**src/rtl/alu_cmd_issue_if.sv**
```systemverilog
// ============================================================================
// Module  : alu_cmd_issue_if
// Purpose : Command, ALU-drive and result signals of the ALU issue stage.
// Rev     : 1.0  initial release
// ============================================================================
`default_nettype none

interface alu_cmd_issue_if #(
   parameter int PTR_W = 2
);
   logic             cmd_valid;
   logic             cmd_ready;
   logic [2:0]       cmd_op;
   logic [3:0]       cmd_a;
   logic [3:0]       cmd_b;
   logic [2:0]       alu_s;
   logic [3:0]       alu_a;
   logic [3:0]       alu_b;
   logic [7:0]       alu_out;
   logic             res_valid;
   logic             res_ready;
   logic [7:0]       res_data;
   logic [2:0]       res_op;
   logic             res_err;
   logic [PTR_W:0]   count;

   modport slave (
      input  cmd_valid, cmd_op, cmd_a, cmd_b, alu_out, res_ready,
      output cmd_ready, alu_s, alu_a, alu_b, res_valid, res_data, res_op,
             res_err, count
   );

   modport master (
      output cmd_valid, cmd_op, cmd_a, cmd_b, alu_out, res_ready,
      input  cmd_ready, alu_s, alu_a, alu_b, res_valid, res_data, res_op,
             res_err, count
   );
endinterface

`default_nettype wire

```
**src/rtl/alu_cmd_issue.sv**
```systemverilog
// ============================================================================
// Module  : alu_cmd_issue
// Purpose : FIFO-buffered command issue to a combinational ALU with a
//           registered, back-pressurable result slot and div-by-zero flag.
// Rev     : 1.0  initial release
// ============================================================================
`default_nettype none

module alu_cmd_issue #(
   parameter int DEPTH = 4,
   parameter int PTR_W = 2
) (
   input  logic            clk,
   input  logic            rst_n,
   alu_cmd_issue_if.slave  bus
);
   typedef enum logic [0:0] {
      ST_IDLE = 1'b0,
      ST_HOLD = 1'b1
   } out_state_t;

   localparam int             ENTRY_W  = 11;
   localparam logic [PTR_W:0] FULL_CNT = (PTR_W+1)'(DEPTH);
   localparam logic [PTR_W:0] CNT_ONE  = (PTR_W+1)'(1);
   localparam logic [PTR_W-1:0] PTR_ONE = PTR_W'(1);

   logic [ENTRY_W-1:0] mem_q [DEPTH];
   logic [ENTRY_W-1:0] mem_d [DEPTH];
   logic [PTR_W-1:0]   wr_ptr_q, wr_ptr_d;
   logic [PTR_W-1:0]   rd_ptr_q, rd_ptr_d;
   logic [PTR_W:0]     count_q, count_d;
   out_state_t         state_q, state_d;
   logic [7:0]         res_data_q, res_data_d;
   logic [2:0]         res_op_q, res_op_d;
   logic               res_err_q, res_err_d;

   logic [ENTRY_W-1:0] head;
   logic [2:0]         head_op;
   logic [3:0]         head_a;
   logic [3:0]         head_b;
   logic               empty;
   logic               full;
   logic               out_free;
   logic               push;
   logic               pop;
   logic               div_zero;

   assign head     = mem_q[rd_ptr_q];
   assign head_op  = head[10:8];
   assign head_a   = head[7:4];
   assign head_b   = head[3:0];
   assign empty    = (count_q == '0);
   assign full     = (count_q == FULL_CNT);
   assign out_free = (state_q == ST_IDLE) || bus.res_ready;
   assign push     = bus.cmd_valid && !full;
   assign pop      = !empty && out_free;
   assign div_zero = (head_op == 3'b011) && (head_b == 4'd0);

   always_comb begin
      mem_d      = mem_q;
      wr_ptr_d   = wr_ptr_q;
      rd_ptr_d   = rd_ptr_q;
      count_d    = count_q;
      state_d    = state_q;
      res_data_d = res_data_q;
      res_op_d   = res_op_q;
      res_err_d  = res_err_q;

      if (push) begin
         mem_d[wr_ptr_q] = {bus.cmd_op, bus.cmd_a, bus.cmd_b};
         wr_ptr_d        = wr_ptr_q + PTR_ONE;
      end

      case ({push, pop})
         2'b10:   count_d = count_q + CNT_ONE;
         2'b01:   count_d = count_q - CNT_ONE;
         default: count_d = count_q;
      endcase

      // A pop always refills the slot, so HOLD persists across back-to-back results.
      if (pop) begin
         rd_ptr_d   = rd_ptr_q + PTR_ONE;
         state_d    = ST_HOLD;
         res_op_d   = head_op;
         res_err_d  = div_zero;
         res_data_d = div_zero ? 8'hFF : bus.alu_out;
      end else if (state_q == ST_HOLD && bus.res_ready) begin
         state_d = ST_IDLE;
      end
   end

   always_ff @(posedge clk) begin
      if (!rst_n) begin
         mem_q      <= '{default: '0};
         wr_ptr_q   <= '0;
         rd_ptr_q   <= '0;
         count_q    <= '0;
         state_q    <= ST_IDLE;
         res_data_q <= '0;
         res_op_q   <= '0;
         res_err_q  <= 1'b0;
      end else begin
         mem_q      <= mem_d;
         wr_ptr_q   <= wr_ptr_d;
         rd_ptr_q   <= rd_ptr_d;
         count_q    <= count_d;
         state_q    <= state_d;
         res_data_q <= res_data_d;
         res_op_q   <= res_op_d;
         res_err_q  <= res_err_d;
      end
   end

   assign bus.cmd_ready = !full;
   assign bus.alu_s     = empty ? 3'd0 : head_op;
   assign bus.alu_a     = empty ? 4'd0 : head_a;
   assign bus.alu_b     = empty ? 4'd0 : head_b;
   assign bus.res_valid = (state_q == ST_HOLD);
   assign bus.res_data  = res_data_q;
   assign bus.res_op    = res_op_q;
   assign bus.res_err   = res_err_q;
   assign bus.count     = count_q;

endmodule

`default_nettype wire
```
**src/flat_wrapper.sv**
```systemverilog
// flat-port wrapper written by rule: the top's interface ports become plain ports
module alu_cmd_issue_flat 
#(
   parameter int DEPTH = 4,
   parameter int PTR_W = 2
)
  (clk, rst_n, bus_cmd_valid, bus_cmd_op, bus_cmd_a, bus_cmd_b, bus_alu_out, bus_res_ready, bus_cmd_ready, bus_alu_s, bus_alu_a, bus_alu_b, bus_res_valid, bus_res_data, bus_res_op, bus_res_err, bus_count);
  alu_cmd_issue_if #(.PTR_W(PTR_W)) bus_i ();
  input  logic clk;
  input  logic rst_n;
  input wire logic [$bits(bus_i.cmd_valid)-1:0] bus_cmd_valid;
  input wire logic [$bits(bus_i.cmd_op)-1:0] bus_cmd_op;
  input wire logic [$bits(bus_i.cmd_a)-1:0] bus_cmd_a;
  input wire logic [$bits(bus_i.cmd_b)-1:0] bus_cmd_b;
  input wire logic [$bits(bus_i.alu_out)-1:0] bus_alu_out;
  input wire logic [$bits(bus_i.res_ready)-1:0] bus_res_ready;
  output wire logic [$bits(bus_i.cmd_ready)-1:0] bus_cmd_ready;
  output wire logic [$bits(bus_i.alu_s)-1:0] bus_alu_s;
  output wire logic [$bits(bus_i.alu_a)-1:0] bus_alu_a;
  output wire logic [$bits(bus_i.alu_b)-1:0] bus_alu_b;
  output wire logic [$bits(bus_i.res_valid)-1:0] bus_res_valid;
  output wire logic [$bits(bus_i.res_data)-1:0] bus_res_data;
  output wire logic [$bits(bus_i.res_op)-1:0] bus_res_op;
  output wire logic [$bits(bus_i.res_err)-1:0] bus_res_err;
  output wire logic [$bits(bus_i.count)-1:0] bus_count;
  assign bus_i.cmd_valid = bus_cmd_valid;
  assign bus_i.cmd_op = bus_cmd_op;
  assign bus_i.cmd_a = bus_cmd_a;
  assign bus_i.cmd_b = bus_cmd_b;
  assign bus_i.alu_out = bus_alu_out;
  assign bus_i.res_ready = bus_res_ready;
  assign bus_cmd_ready = bus_i.cmd_ready;
  assign bus_alu_s = bus_i.alu_s;
  assign bus_alu_a = bus_i.alu_a;
  assign bus_alu_b = bus_i.alu_b;
  assign bus_res_valid = bus_i.res_valid;
  assign bus_res_data = bus_i.res_data;
  assign bus_res_op = bus_i.res_op;
  assign bus_res_err = bus_i.res_err;
  assign bus_count = bus_i.count;
  alu_cmd_issue #(.DEPTH(DEPTH), .PTR_W(PTR_W)) u_core (.clk(clk), .rst_n(rst_n), .bus(bus_i));
endmodule
```
**config.mk**
```make
export PLATFORM = sky130hd
export DESIGN_NAME = alu_cmd_issue_flat
export DESIGN_NICKNAME = d
export VERILOG_FILES = /design/src/rtl/alu_cmd_issue_if.sv /design/src/rtl/alu_cmd_issue.sv /design/src/flat_wrapper.sv
export SDC_FILE = /design/constraint.sdc
export NUM_CORES = 1
export LEC_CHECK = 0
export BUFFER_PORTS_ARGS = -buffer_cell sky130_fd_sc_hd__buf_2
export CAP_MARGIN = 5
export CORE_MARGIN = 4
export CORE_UTILIZATION = 25
export DETAILED_ROUTE_END_ITERATION = 16
export GPL_ROUTABILITY_DRIVEN = 0
export PLACE_DENSITY = 0.47
export REMOVE_ABC_BUFFERS = 1
export SLEW_MARGIN = 15
export SYNTH_ARGS = -nofsm -noshare
export SYNTH_HDL_FRONTEND = slang
export SYNTH_SLANG_ARGS = --single-unit
```
**constraint.sdc**
```tcl
create_clock -name clk -period 2.59 [get_ports clk]
set_input_delay 0.259 -clock clk [delete_from_list [all_inputs] [get_ports clk]]
set_output_delay 0.259 -clock clk [all_outputs]
set_load 0.01 [all_outputs]
```
Word-level counts from Yosys, hierarchy flattened
Index checks and enable logic that the tools add are counted.

word-level totals
  register bits after elaboration = 64
  input bits = 23
  output and inout port bits = 28
  word-level logic and storage cells = 50

operators by class
  add/sub/neg operators = 4
  magnitude comparators = 3
  equal/unequal tests = 4
  muxes and demuxes = 13
  bitwise logic cells = 3
  reduce and logical (&&, ||, !) cells = 12

operators by type and width
  kind                   count
  $bwmux W44             1
  $mux W11               3
  $bmux W11 S2           1
  $demux W11 S2          1
  $mux W4                2
  $mux W8                1
  $ge A3 B3 Y1 const B   2
  $not A2 Y3             2
  $pmux W3 S2            1
  $logic_and A1 B1 Y1    5
  $add A2 B1 Y2 const B  2
  $logic_not A4 Y1       1
  $reduce_bool A2 Y1     2
  $add A3 B1 Y3 const B  1
  $eq A3 B2 Y1 const B   1
  $eq A3 B3 Y1 const B   1
  $logic_not A3 Y1       1
  $lt A3 B1 Y1 const B   1
  $mux W3                1
  $sub A3 B1 Y3 const B  1
  $eq A2 B1 Y1 const B   1
  $eq A2 B2 Y1 const B   1
  $logic_not A1 Y1       2
  $mux W1                2
  other kinds (2)        2

Longest topological paths before layout
  depth after elaboration = 7
  gate-level depth with buffers = 10
  mapped depth without buffers = 9

Least setup slack after synthesis
OpenSTA, ideal clock, no wires.

  kind = register to register
  from = reg u_core.count_q[2], in the netlist u_core.bus.count[2]
  to = reg u_core.count_q[2], in the netlist u_core.bus.count[2]
  library setup time = 76 ps
  data arrival time = 2343 ps
  path slack = 171 ps
  cell stages (with the launch flop) = 10
  buffers on the path = 1
  period minus slack after synthesis = 2419 ps
  cell sequence = dfxtp_1 or3b_2 clkbuf_1 nand2_1 ha_1 inv_1 fa_1 xor2_1 or3_1 a21boi_0

between the ends
  longest elaborated chain between the ends = 5

ends and longest elaborated chain
  item                                               line                  source
  start, declared                                    alu_cmd_issue.sv:31   logic [PTR_W:0] count_q, count_d;
  start signal, assigned                             alu_cmd_issue.sv:106  count_q <= count_d;
  $eq A3 B3 Y1 *                                     alu_cmd_issue.sv:53   assign full = (count_q == FULL_CNT);
  $logic_not A1 Y1 *                                 n/a
  net bus_cmd_ready                                  flat_wrapper.sv:17    output wire logic [$bits(bus_i.cmd_ready)-1:0] bus_cmd_ready;
  $logic_and A1 B1 Y1 *                              alu_cmd_issue.sv:55   assign push = bus.cmd_valid && !full;
  $eq A2 B1 Y1 or $eq A2 B2 Y1 (tied branches)       alu_cmd_issue.sv:74   case ({push, pop})
  $pmux W3 S2 or $reduce_bool A2 Y1 (tied branches)  n/a

Mark *: on every way through the listed nets, which the timed path passes. The rest lies on a longest branch.
A chain may end at the register's enable or synchronous reset.

Final worst setup path
  from = reg u_core.count_q[2], in the netlist u_core.bus.count[2]
  to = reg u_core.count_q[2], in the netlist u_core.bus.count[2]

between the ends
  longest elaborated chain between the ends = 5

ends and longest elaborated chain
  item                                               line
  $eq A3 B3 Y1 or $logic_not A3 Y1 (tied branches)   alu_cmd_issue.sv:53, alu_cmd_issue.sv:52
  $logic_not A1 Y1, on equally long branches         alu_cmd_issue.sv:55, alu_cmd_issue.sv:56
  $logic_and A1 B1 Y1, on equally long branches      alu_cmd_issue.sv:55, alu_cmd_issue.sv:56
  $eq A2 B1 Y1 or $eq A2 B2 Y1 (tied branches)       alu_cmd_issue.sv:74
  $pmux W3 S2 or $reduce_bool A2 Y1 (tied branches)  n/a

Parallel ways exist; a longest one is shown, timed or not.

==> flow_summary.toml <==
[power_and_ir_drop]
p_int_uw = 2464
comb_power_share = 0.339
power_density_mw_per_mm2 = 992.7
pwr-share-clk = 0.315
leakage_uw = 0.001696
switching_share = 0.3220
ir_drop_mv = 0.5460
p_sw_uw = 1170
seqPwrFrac = 0.346

[synth]
yosysUniqueCellTypes = 30
ys_ff_latch = 64
synth_cells = 262
ys.flop_type = "dfxtp_1"
synth.most_common_cell = "dfxtp_1"
synth_edf_count = 0
synth_area_mm2 = 0.002927
synth_commonest_cells = "dfxtp_1, nor2b_1, mux2i_1"
ys_seq_area_frac = 0.4378
avgSynthCellArea_um2 = 11.17
yosysWarnings = 0
synth_top_area_frac = 0.4378
synth_top_area_cell = "dfxtp_1"
synth.area.top_cells = "dfxtp_1, mux2i_1, nor2b_1"
synthArstFlopShare = 0

[die]
core_area_mm2 = 0.01142
ios = 51
row_count = 39
die_h_um = 116.2
dieArea_mm2 = 0.01350
die_w_um = 116.2
start_util = 0.2563

[timing]
holdWs_ns = 0.1605
worst-slew-pin-transition_ns = 0.7147
drv_slew = 0
final_hold_viol_count = 0
skew_ns = 0.005676
final.min_clock_period_ns = 2.395
setup_viol = 0
setup_ws_ns = 0.1949
rsz0062_at_grt = "false"
finalCritPeriodShare = 0.9247
max_slew_margin = 0.5236
timing.fmax_mhz = 417.5

[worst_setup_path]
cp_data_required_time_ns = 2.83
arrival_ns = 2.64
crit_fanout = 7
crit_slowest_cell = "or3b_2"
critPathCaptureType = "flip-flop"
timing.critical_path.buf_inv = 1
crit_type = "reg2reg"
crit_family = "simple AND/OR/NAND/NOR gates"
crit_path_max_incr_delay_ns = 0.54
cp_cell_sequence = "or3b_2 > nand2_1 > ha_1 > inv_1 > fa_1 > xor2_1 > or3_1 > a21boi_0"
start_kind = "flip-flop"

[global_route]
grt_util_all_layers = 0.1012
grt_pass1_wl_um = 10360
grt.overflow.total = 0
first_global_vias = 1975
antenna_found_initial = 0
grt_max_degree = 47

[cts]
cts_sinks = 64
cts_max_level = 3
clkLatencyLatePin_ns = 0.32
cts_max_path_buffers = 2
cts-root-buf = "clkbuf_16"
cts_resized = 0
cts_tree = "yes"
cts_hold_buf = 0
cts_made_buffers = 9
path_clk_slew_ns = 0.05
cts_setup_buffers = 0

[job]
cap_violations = 0

[placed_design]
portBuffers = 50
post-place-ws_ns = 0.1905
placed_cell_area_mm2 = 0.003367
dp_cells = 449
post-dp-hpwl_um = 4591

[run_status]
status = "finished, final reports clean"

[finish]
drive_above_1_share = 0.2640
final_area_mm2 = 0.003661
fill_cells = 1186
antenna_cells = 0
layout.nets = 346
area_growth_pct = 25.10
utilization = 0.3206
register_area_mm2 = 0.001281
multiInputGateArea_mm2 = 0.001551
fin_cells = 465

[detailed_routing]
dr.first_iter.drc_count = 96
maxUsedRoutingLayer = "met4"
routedWlPerCell_um = 14.35
num_vias = 2003
wl_met1_um = 3124
via_per_inst = 4.308
ant_nets = 0
drc = 0
wirelength_um = 6673
routed-wl-met3_um = 372
wl_met2_um = 3094
firstDrtPassIters = 4

[hold_path]
min_path_type = "in2reg"
-- logic make-up (layout without fill, tap and decap cells) --
kind of cell	Yosys count	in the layout	share of synthesized area
simple gates	84	84	0.1749
buf+inv	23	83	0.03377
compound gates	25	25	0.06627
fa+ha+maj	6	6	0.02822
mux	55	55	0.2441
xor+xnor	5	5	0.01496
flops	64	64	0.4378
-- layout make-up --
type,count,share of cell area
flip-flops and latches,64,0.3500
multi-input cells,175,0.4238
well taps,143,0.04887
repair buffers,61,0.09091
inverters,6,0.006152
clock inverters,4,0.007519
clock buffers,12,0.07280
-- metal layers --
| metal | GRT usage | vias up |
|---|---|---|
| met1 | 0.1275 | 928 |
| met3 | 0.02850 | 9 |
| met5 | 0 | - |
| met4 | 0.03944 | 0 |
| li1 | - | 1022 |
| met2 | 0.1646 | 44 |
-- placed cells by master, fill, tap and decap left out, types with 4 or more instances in the layout --
master	n
dfxtp_1	64
nor2b_1	55
buf_2	50
mux2i_1	44
buf_4	11
nand2_1	10
clkbuf_16	9
o21a_1	8
o31a_1	8
mux4_1	7
inv_1	6
a21boi_0	6
nand3_1	5
and2_1	5
ha_1	5
mux4_2	4
xnor2_1	4
-- power by group through the flow --
stage / Sequential, uW / Clock [uW] / Combinational, uW
after floorplan: 1330 / 0 / 717
after global placement: 1280 / 0 / 1250
after detailed placement: 1280 / 0 / 1250
after CTS: 1260 / 1190 / 1260
after global routing: 1280 / 1240 / 1350
final: 1260 / 1150 / 1230
-- worst paths after layout --
path                                            from                      to  slack [ns]  cells after the start
worst max-delay path             u_core.bus.count[2]     u_core.bus.count[2]        0.19                      8
worst min-delay path                  bus_alu_out[0]  u_core.bus.res_data[0]        0.16                      2
worst min register to register  u_core.bus.res_op[1]    u_core.bus.res_op[1]        0.46                      2
worst max register to register   u_core.bus.count[2]     u_core.bus.count[2]        0.19                      8
-- flip-flops by register name (all words and copies together), names as in the netlist --
register / cells
u_core.bus.res_err: 1
u_core.wr_ptr_q: 2
u_core.bus.count: 3
u_core.mem_q: 44
u_core.bus.res_op: 3
u_core.bus.res_valid: 1
u_core.rd_ptr_q: 2
u_core.bus.res_data: 8
-- worst reg2reg max path, stage by stage, from the launching register on --
cell      delay (ns)
dfxtp_1         0.38
or3b_2          0.54
nand2_1         0.16
ha_1            0.20
inv_1           0.06
fa_1            0.37
xor2_1          0.15
or3_1           0.30
a21boi_0        0.17
-- metrics by stage --
step,power (uW),TNS (ns)
floorplan,2051,-0.4658
global placement,2527,0
detailed placement,2534,0
CTS,3703,0
global route,3873,0
finish,3634,0
No activity file was read; power rests on OpenSTA's default activity.
